--- config.mk ---
export PLATFORM = sky130hd
export DESIGN_NAME = telemetre_sequencer_flat
export DESIGN_NICKNAME = d
export VERILOG_FILES = /design/src/rtl/telemetre_sequencer_if.sv /design/src/rtl/telemetre_sequencer.sv /design/src/flat_wrapper.sv
export SDC_FILE = /design/constraint.sdc
export NUM_CORES = 1
export LEC_CHECK = 0
export ABC_CLOCK_PERIOD_IN_PS = 2700
export CAP_MARGIN = 10
export CELL_PAD_IN_SITES_DETAIL_PLACEMENT = 1
export CELL_PAD_IN_SITES_GLOBAL_PLACEMENT = 2
export CORE_ASPECT_RATIO = 0.75
export CORE_MARGIN = 2
export CORE_UTILIZATION = 38
export CTS_CLUSTER_DIAMETER = 120
export CTS_CLUSTER_SIZE = 14
export DETAILED_ROUTE_END_ITERATION = 8
export PLACE_DENSITY = 0.82
export SYNTH_ARGS = -nofsm -noshare
export SYNTH_HDL_FRONTEND = slang
export SYNTH_SLANG_ARGS = --single-unit
--- constraint.sdc ---
create_clock -name Clk -period 2.7 [get_ports Clk]
set_clock_uncertainty 0.2 [all_clocks]
set_input_delay 0.27 -clock Clk [delete_from_list [all_inputs] [get_ports Clk]]
set_output_delay 0.27 -clock Clk [all_outputs]
set_load 0.005 [all_outputs]
--- src/rtl/telemetre_sequencer_if.sv ---
// Bundles the sequencer's measurement-side signals.
// The master side (stimulus or system logic) drives Start and the two
// asynchronous pins, Frq_in and Echo. The slave side (the sequencer) returns
// the transducer drive, the status flags and the measured echo delay.
//   Start      master->slave  measurement request
//   Frq_in     master->slave  divided carrier square wave (asynchronous)
//   Echo       master->slave  receiver comparator output (asynchronous)
//   Burst_out  slave->master  gated carrier to the transducer driver
//   Busy       slave->master  measurement in progress, Done cycle included
//   Done       slave->master  one-cycle "results valid" pulse
//   Timeout    slave->master  no echo (or no carrier) in the last measurement
//   Echo_time  slave->master  echo delay in Clk cycles
interface telemetre_sequencer_if #(
  parameter int CNT_W = 16
);
  logic             Start;
  logic             Frq_in;
  logic             Echo;
  logic             Burst_out;
  logic             Busy;
  logic             Done;
  logic             Timeout;
  logic [CNT_W-1:0] Echo_time;

  modport master (
    output Start, Frq_in, Echo,
    input  Burst_out, Busy, Done, Timeout, Echo_time
  );

  modport slave (
    input  Start, Frq_in, Echo,
    output Burst_out, Busy, Done, Timeout, Echo_time
  );
endinterface

--- src/rtl/telemetre_sequencer.sv ---
// Sequences one ultrasonic range measurement around the divided carrier.
// After a Start request it waits for a carrier rising edge. It then gates
// BURST_PULSES full carrier periods onto Burst_out. Next it blanks the receiver
// for BLANK_CYCLES so that transducer ring-down is not taken as an echo.
// Finally it waits for an echo rising edge. The measurement ends on that echo,
// or when the time count T reaches TIMEOUT.
// Ports:
//   Clk    system clock; all registers update on its rising edge
//   Rst_n  asynchronous reset, active low
//   bus    slave side of telemetre_sequencer_if (Start, Frq_in, Echo in;
//          Burst_out, Busy, Done, Timeout, Echo_time out)
module telemetre_sequencer #(
  parameter int BURST_PULSES = 8,
  parameter int BLANK_CYCLES = 1000,
  parameter int TIMEOUT      = 60000,
  parameter int CNT_W        = 16
) (
  input logic                  Clk,
  input logic                  Rst_n,
  telemetre_sequencer_if.slave bus
);

  localparam int P_W = $clog2(BURST_PULSES + 1);

  localparam logic [CNT_W-1:0] T_MAX      = CNT_W'(TIMEOUT);
  localparam logic [CNT_W-1:0] BLANK_LAST = CNT_W'(BLANK_CYCLES - 1);
  localparam logic [P_W-1:0]   P_LAST     = P_W'(BURST_PULSES - 1);

  typedef enum logic [2:0] {IDLE, ARM, BURST, BLANK, LISTEN, DONE} state_e;

  state_e           state_q, state_d;
  logic             frq_s1_q, frq_s1_d, frq_s_q, frq_s_d, frq_dly_q, frq_dly_d;
  logic             echo_s1_q, echo_s1_d, echo_s_q, echo_s_d, echo_dly_q, echo_dly_d;
  logic [CNT_W-1:0] t_q, t_d;
  logic [P_W-1:0]   p_q, p_d;
  logic [CNT_W-1:0] b_q, b_d;
  logic             burst_q, burst_d;
  logic             timeout_q, timeout_d;
  logic [CNT_W-1:0] echo_time_q, echo_time_d;

  logic             frq_rise, frq_fall, echo_rise, t_at_max;
  logic [CNT_W-1:0] t_inc;

  // Edge detection compares each synchronized signal with a copy delayed by
  // one cycle. Frq and Echo pass through identical synchronizers, so their
  // latency cancels when the two edges are subtracted into Echo_time.
  assign frq_rise  =  frq_s_q & ~frq_dly_q;
  assign frq_fall  = ~frq_s_q &  frq_dly_q;
  assign echo_rise =  echo_s_q & ~echo_dly_q;
  assign t_at_max  = (t_q == T_MAX);
  assign t_inc     = t_at_max ? t_q : t_q + 1'b1;

  always_ff @(posedge Clk or negedge Rst_n) begin
    if (!Rst_n) begin
      state_q <= IDLE;
    end else begin
      state_q <= state_d;
    end
  end

  always_comb begin
    state_d = state_q;
    unique case (state_q)
      IDLE:    if (bus.Start) state_d = ARM;
      ARM: begin
        if (frq_rise)      state_d = BURST;
        else if (t_at_max) state_d = DONE;
      end
      BURST: begin
        if (t_at_max)                       state_d = DONE;
        else if (frq_fall && p_q == P_LAST) state_d = BLANK;
      end
      BLANK: begin
        if (t_at_max)             state_d = DONE;
        else if (b_q == BLANK_LAST) state_d = LISTEN;
      end
      // An echo that arrives on the same cycle as the timeout still counts.
      LISTEN:  if (echo_rise || t_at_max) state_d = DONE;
      DONE:    state_d = IDLE;
      default: state_d = IDLE;
    endcase
  end

  // Counters, synchronizers and result registers.
  // T counts from the cycle after the burst-starting carrier edge, so T=1 on
  // the first BURST cycle. Echo_time latches T on entry to DONE. On a timeout
  // exit, T has saturated at TIMEOUT, so the same load covers both endings.
  always_comb begin
    frq_s1_d    = bus.Frq_in;
    frq_s_d     = frq_s1_q;
    frq_dly_d   = frq_s_q;
    echo_s1_d   = bus.Echo;
    echo_s_d    = echo_s1_q;
    echo_dly_d  = echo_s_q;
    t_d         = t_q;
    p_d         = p_q;
    b_d         = b_q;
    timeout_d   = timeout_q;
    echo_time_d = echo_time_q;
    // Burst_out is registered from the next state, so it follows Frq_s by
    // exactly one cycle from the first BURST cycle and is low outside BURST.
    burst_d     = (state_d == BURST) && frq_s_q;

    unique case (state_q)
      IDLE: t_d = '0;
      ARM: begin
        if (frq_rise) begin
          t_d = CNT_W'(1);
          p_d = '0;
        end else begin
          t_d = t_inc;
        end
      end
      BURST: begin
        t_d = t_inc;
        b_d = '0;
        if (frq_fall) p_d = p_q + 1'b1;
      end
      BLANK: begin
        t_d = t_inc;
        b_d = b_q + 1'b1;
      end
      LISTEN:  t_d = t_inc;
      default: ;
    endcase

    if (state_d == DONE) begin
      timeout_d   = !((state_q == LISTEN) && echo_rise);
      echo_time_d = t_q;
    end
  end

  always_ff @(posedge Clk or negedge Rst_n) begin
    if (!Rst_n) begin
      frq_s1_q    <= 1'b0;
      frq_s_q     <= 1'b0;
      frq_dly_q   <= 1'b0;
      echo_s1_q   <= 1'b0;
      echo_s_q    <= 1'b0;
      echo_dly_q  <= 1'b0;
      t_q         <= '0;
      p_q         <= '0;
      b_q         <= '0;
      burst_q     <= 1'b0;
      timeout_q   <= 1'b0;
      echo_time_q <= '0;
    end else begin
      frq_s1_q    <= frq_s1_d;
      frq_s_q     <= frq_s_d;
      frq_dly_q   <= frq_dly_d;
      echo_s1_q   <= echo_s1_d;
      echo_s_q    <= echo_s_d;
      echo_dly_q  <= echo_dly_d;
      t_q         <= t_d;
      p_q         <= p_d;
      b_q         <= b_d;
      burst_q     <= burst_d;
      timeout_q   <= timeout_d;
      echo_time_q <= echo_time_d;
    end
  end

  always_comb begin
    bus.Busy      = (state_q != IDLE);
    bus.Done      = (state_q == DONE);
    bus.Burst_out = burst_q;
    bus.Timeout   = timeout_q;
    bus.Echo_time = echo_time_q;
  end

endmodule

--- src/flat_wrapper.sv ---
// flat-port wrapper written by rule: the top's interface ports become plain ports
module telemetre_sequencer_flat 
#(
  parameter int BURST_PULSES = 8,
  parameter int BLANK_CYCLES = 1000,
  parameter int TIMEOUT      = 60000,
  parameter int CNT_W        = 16
)
  (Clk, Rst_n, bus_Start, bus_Frq_in, bus_Echo, bus_Burst_out, bus_Busy, bus_Done, bus_Timeout, bus_Echo_time);
  telemetre_sequencer_if #(.CNT_W(CNT_W)) bus_i ();
  input logic Clk;
  input logic Rst_n;
  input wire logic [$bits(bus_i.Start)-1:0] bus_Start;
  input wire logic [$bits(bus_i.Frq_in)-1:0] bus_Frq_in;
  input wire logic [$bits(bus_i.Echo)-1:0] bus_Echo;
  output wire logic [$bits(bus_i.Burst_out)-1:0] bus_Burst_out;
  output wire logic [$bits(bus_i.Busy)-1:0] bus_Busy;
  output wire logic [$bits(bus_i.Done)-1:0] bus_Done;
  output wire logic [$bits(bus_i.Timeout)-1:0] bus_Timeout;
  output wire logic [$bits(bus_i.Echo_time)-1:0] bus_Echo_time;
  assign bus_i.Start = bus_Start;
  assign bus_i.Frq_in = bus_Frq_in;
  assign bus_i.Echo = bus_Echo;
  assign bus_Burst_out = bus_i.Burst_out;
  assign bus_Busy = bus_i.Busy;
  assign bus_Done = bus_i.Done;
  assign bus_Timeout = bus_i.Timeout;
  assign bus_Echo_time = bus_i.Echo_time;
  telemetre_sequencer #(.BURST_PULSES(BURST_PULSES), .BLANK_CYCLES(BLANK_CYCLES), .TIMEOUT(TIMEOUT), .CNT_W(CNT_W)) u_core (.Clk(Clk), .Rst_n(Rst_n), .bus(bus_i));
endmodule
==> results.md, run 1 <==
- Number of CTS-inserted buffers: 9
- RSZ-0062 raised after global routing: no
- Top Ports: 25
- Input/output buffers: 24
- Routed Antenna Nets: 0
- Critical Path Max Stage Delay: 440 ps
- Number of global-route vias before repair: 2398
- Endpoints failing setup: 0
- TritonCTS clock tree: yes
- Area Overhead vs Synth: 21.0%
- HP Class: reg -> reg
- Setup TNS: 0 ps
- Crit path cell chain: inv_1, ha_1, and4b_1, nand4_2, o32ai_4, a2bb2oi_4, buf_12, mux2_2
- Compound-Gate Fraction of Synth Area: 9.80%
- Setup repair bufs after CTS: 0
- Predominant post-synthesis flop cell: dfrtp_1
- Commonest non-fill, non-tap cell in the layout: dfrtp_1
- Wire per inst: 16.7 um
- GPL Wtd Cong: 0.814
- Setup Crit Path Kind: reg -> reg
- Worst-Skew Late Latency: 340 ps
- DIE HEIGHT: 82.4 um
- Max-slew violation count: 0
- Crit-path slowest cell: dfrtp_1
- Startpoint types: flop
- DRT Wirelength: 7.38 mm
- Synth warn: 0
- GRT Total Usage: 18.6%
- Routed vias/inst: 5.36
- Met3 Usage GRT: 5.42%
- WP data required: 2720 ps
- Post-Synth XOR/XNOR Area: 4.78%
- Final Hold Viols: 0
- # nets final: 342
- Busiest layer in global routing: met1
- Distinct cell type count after synthesis: 53
- Status: finished clean
- Power Density: 657 nW/um^2
- Core area: 7920 sq um
- Minimum clock period: 2570 ps
- Internal reg-to-reg setup slack: 130 ps
- CP Max Fanout: 16
- Commonest non-fill, non-tap cells in the layout: dfrtp_1, nor2_1, nand2_1
- Max Fclk: 0.389 GHz
- Final HPWL DP: 5.12 mm
- Met2 Use GR: 25.8%
- Seq cells post-synth: 63
- Mapped Cells: 291
- Main combinational cell family by area after synthesis: simple AND/OR/NAND/NOR gates
- Initial core utilization: 39.4%
- Asr flop ratio synth: 100%
- Total Die Area: 8950 sq um
- First-pass GRT wire length: 12.3 mm
- Max Root-Sink Buffers: 2
- Relative slew slack: 50.9%
- Root buf cell: clkbuf_8
- DR pass1 iterations: 4
- Largest net degree at the start of global routing: 34
- Total design power: 2.48 mW
- Initial DRC count: 82
- Antenna violations before repair: 0
- Routed vias: 2376
- Post-synth EDFFs: 0
- Worst-path clk slew: 70 ps
- Post-synthesis cell area: 3120 sq um
- Slew @ Worst Pin: 736 ps
- Multiplexer share of the synthesized area: 8.51%
- Clk sinks: 63
- Tcrit/Tclk final: 95.3%
- Post-synthesis sequential area ratio: 50.6%
- LEAKAGE: 1.65 nW
- Chip Width: 109 um
- Ratio of cells with drive above 1 in the final layout: 16.3%
- M1 GR Usage: 27.0%
- Net count after synthesis: 300
- Max-cap viol count: 0
- Grt total ovfl: 0
- # rows: 28
- Antenna diode instance count: 0
- Synth Area in Simple Gates: 22.0%
- Crit path DAT: 2590 ps
- Worst IR Drop VDD: 0.292 mV
- DRC Markers: 0
- Syn Area/Cell: 10.7 sq um
- Nature of the critical path endpoint: flop
- Synth Area in Adders: 1.61%
- H-tree depth: 3
power breakdown:
group | total, mW | switching [mW] | internal (mW)
clock | 0.731 | 0.345 | 0.386
sequential | 1.15 | 0.109 | 1.04
combinational | 0.596 | 0.355 | 0.241
logic make-up after synthesis:
| group | count (synthesis) |
|---|---|
| compound gates | 42 |
| simple gates | 127 |
| buf+inv | 17 |
| xor+xnor | 17 |
| fa+ha+maj | 4 |
| flops | 63 |
| mux | 21 |
critical path, delay by kind of cell, from the launching register on:
kind | cells | cell delay, ps
AO/OA/AOI/OAI | 2 | 580
adder cells (fa/ha/maj) | 1 | 150
buffers and inverters | 2 | 270
flip-flops | 1 | 440
multiplexers | 1 | 350
AND/OR/NAND/NOR | 2 | 460
synth_stat cells, drive strengths merged (4+ instances only):
cell type / n / area [sq um]
o21ai: 14 / 70.1
nor3: 7 / 35.0
a21oi: 9 / 45.0
nor4: 5 / 31.3
xnor2: 10 / 87.6
mux2i: 4 / 40.0
nand4: 13 / 87.6
mux2: 17 / 225
inv: 9 / 33.8
xor2: 7 / 61.3
nand2: 26 / 97.6
nand3: 10 / 50.1
ha: 4 / 50.1
and3: 4 / 25.0
dfrtp: 63 / 1580
and4: 4 / 36.3
nor2: 33 / 124
nor2b: 5 / 31.3
buf: 5 / 38.8
stage by stage:
stage	area, sq um	hold WS (ps)	util, %	instances	setup WS (ps)
6_report	3770	159	47.6	443	128
5_1_grt	3770	142	47.6	443	0.147
4_1_cts	3740	142	47.3	443	84.2
3_5_place_dp	3560	146	45.0	426	150
3_3_place_gp	3560	134	45.0	426	152
2_1_floorplan	3120	-226	-	291	268
area by class of cell:
cell class              count  area [sq um]
fillers                   904          4150
flip-flops and latches     63          1580
multi-input cells         211          1480
repair buffers             39           375
clock buffers              16           170
well taps                 105           131
inverters                   9          33.8
layer usage:
layer	vias up	share of wire, %
met5	-	0
met3	11	3.4
met2	34	43
met4	0	1.6
li1	1131	-
met1	1200	52
sequential cells by signal (all words and copies together) (netlist names):
name / cells
u_core.frq_dly_q: 1
u_core.frq_s1_q: 1
u_core.b_q: 16
u_core.bus.Timeout: 1
u_core.t_q: 16
u_core.frq_dly_d: 1
u_core.bus.Echo_time: 16
u_core.bus.Burst_out: 1
u_core.p_q: 4
u_core.echo_s1_q: 1
u_core.state_q: 3
u_core.echo_dly_d: 1
u_core.echo_dly_q: 1
timing repair:
item	CTS	global route
hold buffers	1	0
endpoints found under the setup margin	0	7
endpoints found under the hold margin	30	0
resized for setup	0	4
worst paths after layout:
check                                      startpoint                                   end  cells past startpoint
setup / recovery            u_core.t_q[1]$_DFFE_PN0P_   u_core.bus.Echo_time[3]$_DFFE_PN0N_                      8
hold / removal             u_core.echo_s1_q$_DFF_PN0_           u_core.echo_dly_d$_DFF_PN0_                      0
setup reg to reg            u_core.t_q[1]$_DFFE_PN0P_   u_core.bus.Echo_time[3]$_DFFE_PN0N_                      8
hold reg to reg            u_core.echo_s1_q$_DFF_PN0_           u_core.echo_dly_d$_DFF_PN0_                      0
max in group asynchronous                       Rst_n  u_core.bus.Echo_time[15]$_DFFE_PN0N_                      3
min in group asynchronous                       Rst_n             u_core.b_q[4]$_DFFE_PN0P_                      2
(Power assumes the default switching activity.)
==> run 2, diff against run 1 <==
--- a/config.mk
+++ b/config.mk
@@ -5,7 +5,6 @@
 export SDC_FILE = /design/constraint.sdc
 export NUM_CORES = 1
 export LEC_CHECK = 0
-export ABC_CLOCK_PERIOD_IN_PS = 2700
 export CAP_MARGIN = 10
 export CELL_PAD_IN_SITES_DETAIL_PLACEMENT = 1
 export CELL_PAD_IN_SITES_GLOBAL_PLACEMENT = 2
==> results of run 2 <==
Final layout, timing and power as in run 1 (identical DEF).
==> run 3, diff against run 2 <==
==> constraint.sdc (replaced) <==
create_clock -name Clk -period 2.6 [get_ports Clk]
set_clock_uncertainty 0.2 [all_clocks]
set_input_delay 0.26 -clock Clk [delete_from_list [all_inputs] [get_ports Clk]]
set_output_delay 0.26 -clock Clk [all_outputs]
set_load 0.005 [all_outputs]
==> run 3 against run 2 <==
Net effect: design area increased by 1.0%; combinational power grew 7.7%; utilization up 0.49 points; global-route usage is 0.080 points higher; die area is the same; first-iteration DRC count up 59%; critical path depth is the same; sequential power is essentially flat; fmax is 4.9% higher; cell count rose by 0.23%; sequential cell count did not move; critical path type unchanged; largest cell class unchanged.
==> results.md, run 3 (same netlist as run 1, synthesis figures left out) <==
- Status: finished clean
- Clk sinks: 63
- Setup TNS: 0 ps
- Max-slew violation count: 0
- Inst Count DP: 429
- Worst-path clk slew: 60 ps
- Routed Antenna Nets: 0
- Power Density: 676 nW/um^2
- Largest net degree at the start of global routing: 64
- Final HPWL DP: 4.99 mm
- Chip Width: 109 um
- Worst flop-to-flop path endpoint: u_core.bus.Echo_time[0]$_DFFE_PN0N_
- Hold path start: u_core.echo_s1_q$_DFF_PN0_
- DR pass1 iterations: 4
- Worst IR Drop VDD: 0.267 mV
- Input/output buffers: 24
- Final WS setup: 149 ps
- Relative slew slack: 65.7%
- Initial core utilization: 39.4%
- Tcrit/Tclk final: 94.3%
- Grt total ovfl: 0
- Reg2Reg Depth: 8
- Hold worst-path end: u_core.echo_dly_d$_DFF_PN0_
- Crit path cell chain: inv_1, ha_1, and4b_1, nand4_2, a311o_1, a2bb2oi_4, buf_12, mux2_2
- Crit path DAT: 2470 ps
- HP Class: reg -> reg
- Pre-CTS setup slack: 68.4 ps
- Initial DRC count: 130
- Internal reg-to-reg setup slack: 150 ps
- Wire per inst: 16.4 um
- Number of global-route vias before repair: 2360
- Ratio of cells with drive above 1 in the final layout: 18.0%
- First-pass GRT wire length: 12.6 mm
- Top Ports: 25
- Nature of the critical path endpoint: flop
- Startpoint types: flop
- Area after DPL: 3590 sq um
- GRT Total Usage: 18.6%
- Max Fclk: 0.408 GHz
- Crit-path slowest cell: a311o_1
- CP Max Fanout: 17
- Minimum clock period: 2450 ps
- Routed vias/inst: 5.20
- DIE HEIGHT: 82.4 um
- Max Root-Sink Buffers: 2
- Antenna diode instance count: 0
- Worst-Skew Late Latency: 340 ps
- Endpoints failing setup: 0
- Max-cap viol count: 0
- Root buf cell: clkbuf_8
- WP data required: 2620 ps
- Core area: 7920 sq um
- Reg2reg start: u_core.t_q[0]$_DFFE_PN0P_
- Finished Layout Cells: 444
- Commonest non-fill, non-tap cell in the layout: dfrtp_1
- H-tree depth: 3
- Worst hold margin: 148 ps
- # nets final: 346
- Commonest non-fill, non-tap cells in the layout: dfrtp_1, nor2_1, nand2_1
- Total Die Area: 8950 sq um
- Slew @ Worst Pin: 510 ps
- Antenna violations before repair: 0
- Final Hold Viols: 0
- Post-route cell area: 3810 sq um
- GPL Wtd Cong: 0.749
- Number of CTS-inserted buffers: 9
- LEAKAGE: 1.67 nW
- Area Overhead vs Synth: 22.2%
- Setup Crit Path Kind: reg -> reg
- Hold Path Cell Cnt: 0
- Routed vias: 2308
- Critical Path Max Stage Delay: 380 ps
- DRC Markers: 0
- TritonCTS clock tree: yes
- DRT Wirelength: 7.30 mm
- # rows: 28
==> run 3: changes by cell type in the layout (fill, tap and decap cells not counted) <==
cell and change:
buf_4 +4, clkbuf_1 -5, clkbuf_8 +1, clkinv_2 +1
nor4bb_2 -1, nor4bb_4 +1
==> run 3: what timing repair did <==
item                                    in CTS  in global routing
hold buffers                                 1                  0
endpoints found under the setup margin       0                 16
gates resized for setup                      0                  5
hold endpoints to repair                    63                  0
setup buffers                                0                  1
==> run 3: worst max-delay path: cells and delay by family, from the launching register on <==
kind,cells,cell delay [ps]
buf+inv,2,270
fa+ha+maj,1,150
compound gates,2,550
simple gates,2,450
mux,1,350
flops,1,370
==> run 3: final cells by class <==
type | instances | area, sq um
timing repair buffer | 43 | 405
sequential | 63 | 1580
fill | 874 | 4110
tap | 105 | 131
inverter | 9 | 33.8
clock buffer | 12 | 165
multi-input combinational | 211 | 1490
clock inverter | 1 | 5.00
==> run 3: worst max path at each step <==
stage / from / to
after detailed placement: u_core.t_q[4]$_DFFE_PN0P_ / u_core.bus.Echo_time[4]$_DFFE_PN0N_
after global placement: u_core.t_q[4]$_DFFE_PN0P_ / u_core.bus.Echo_time[5]$_DFFE_PN0N_
after global routing: u_core.b_q[0]$_DFFE_PN0P_ / u_core.bus.Echo_time[0]$_DFFE_PN0N_
after CTS: u_core.t_q[4]$_DFFE_PN0P_ / u_core.bus.Echo_time[0]$_DFFE_PN0N_
after floorplan: u_core.t_q[0]$_DFFE_PN0P_ / u_core.bus.Echo_time[10]$_DFFE_PN0N_
final: u_core.t_q[0]$_DFFE_PN0P_ / u_core.bus.Echo_time[0]$_DFFE_PN0N_
==> run 3: stage by stage <==
step | utilization, % | total power, mW
2_1_floorplan | - | 1.55
3_3_place_gp | 45.3 | 1.80
3_5_place_dp | 45.3 | 1.82
4_1_cts | 47.6 | 2.60
5_1_grt | 48.1 | 2.75
6_report | 48.1 | 2.58
==> run 3: metal layers <==
layer,part of all wire [%],track usage [%]
met1,56,28.9
met2,40,24.9
met3,2.6,4.40
met4,1.3,6.54
met5,0,0
==> run 3: power by group <==
part	total [mW]	internal, mW	switching, mW
Combinational	0.642	0.256	0.385
Sequential	1.17	1.08	0.0931
Clock	0.762	0.407	0.355
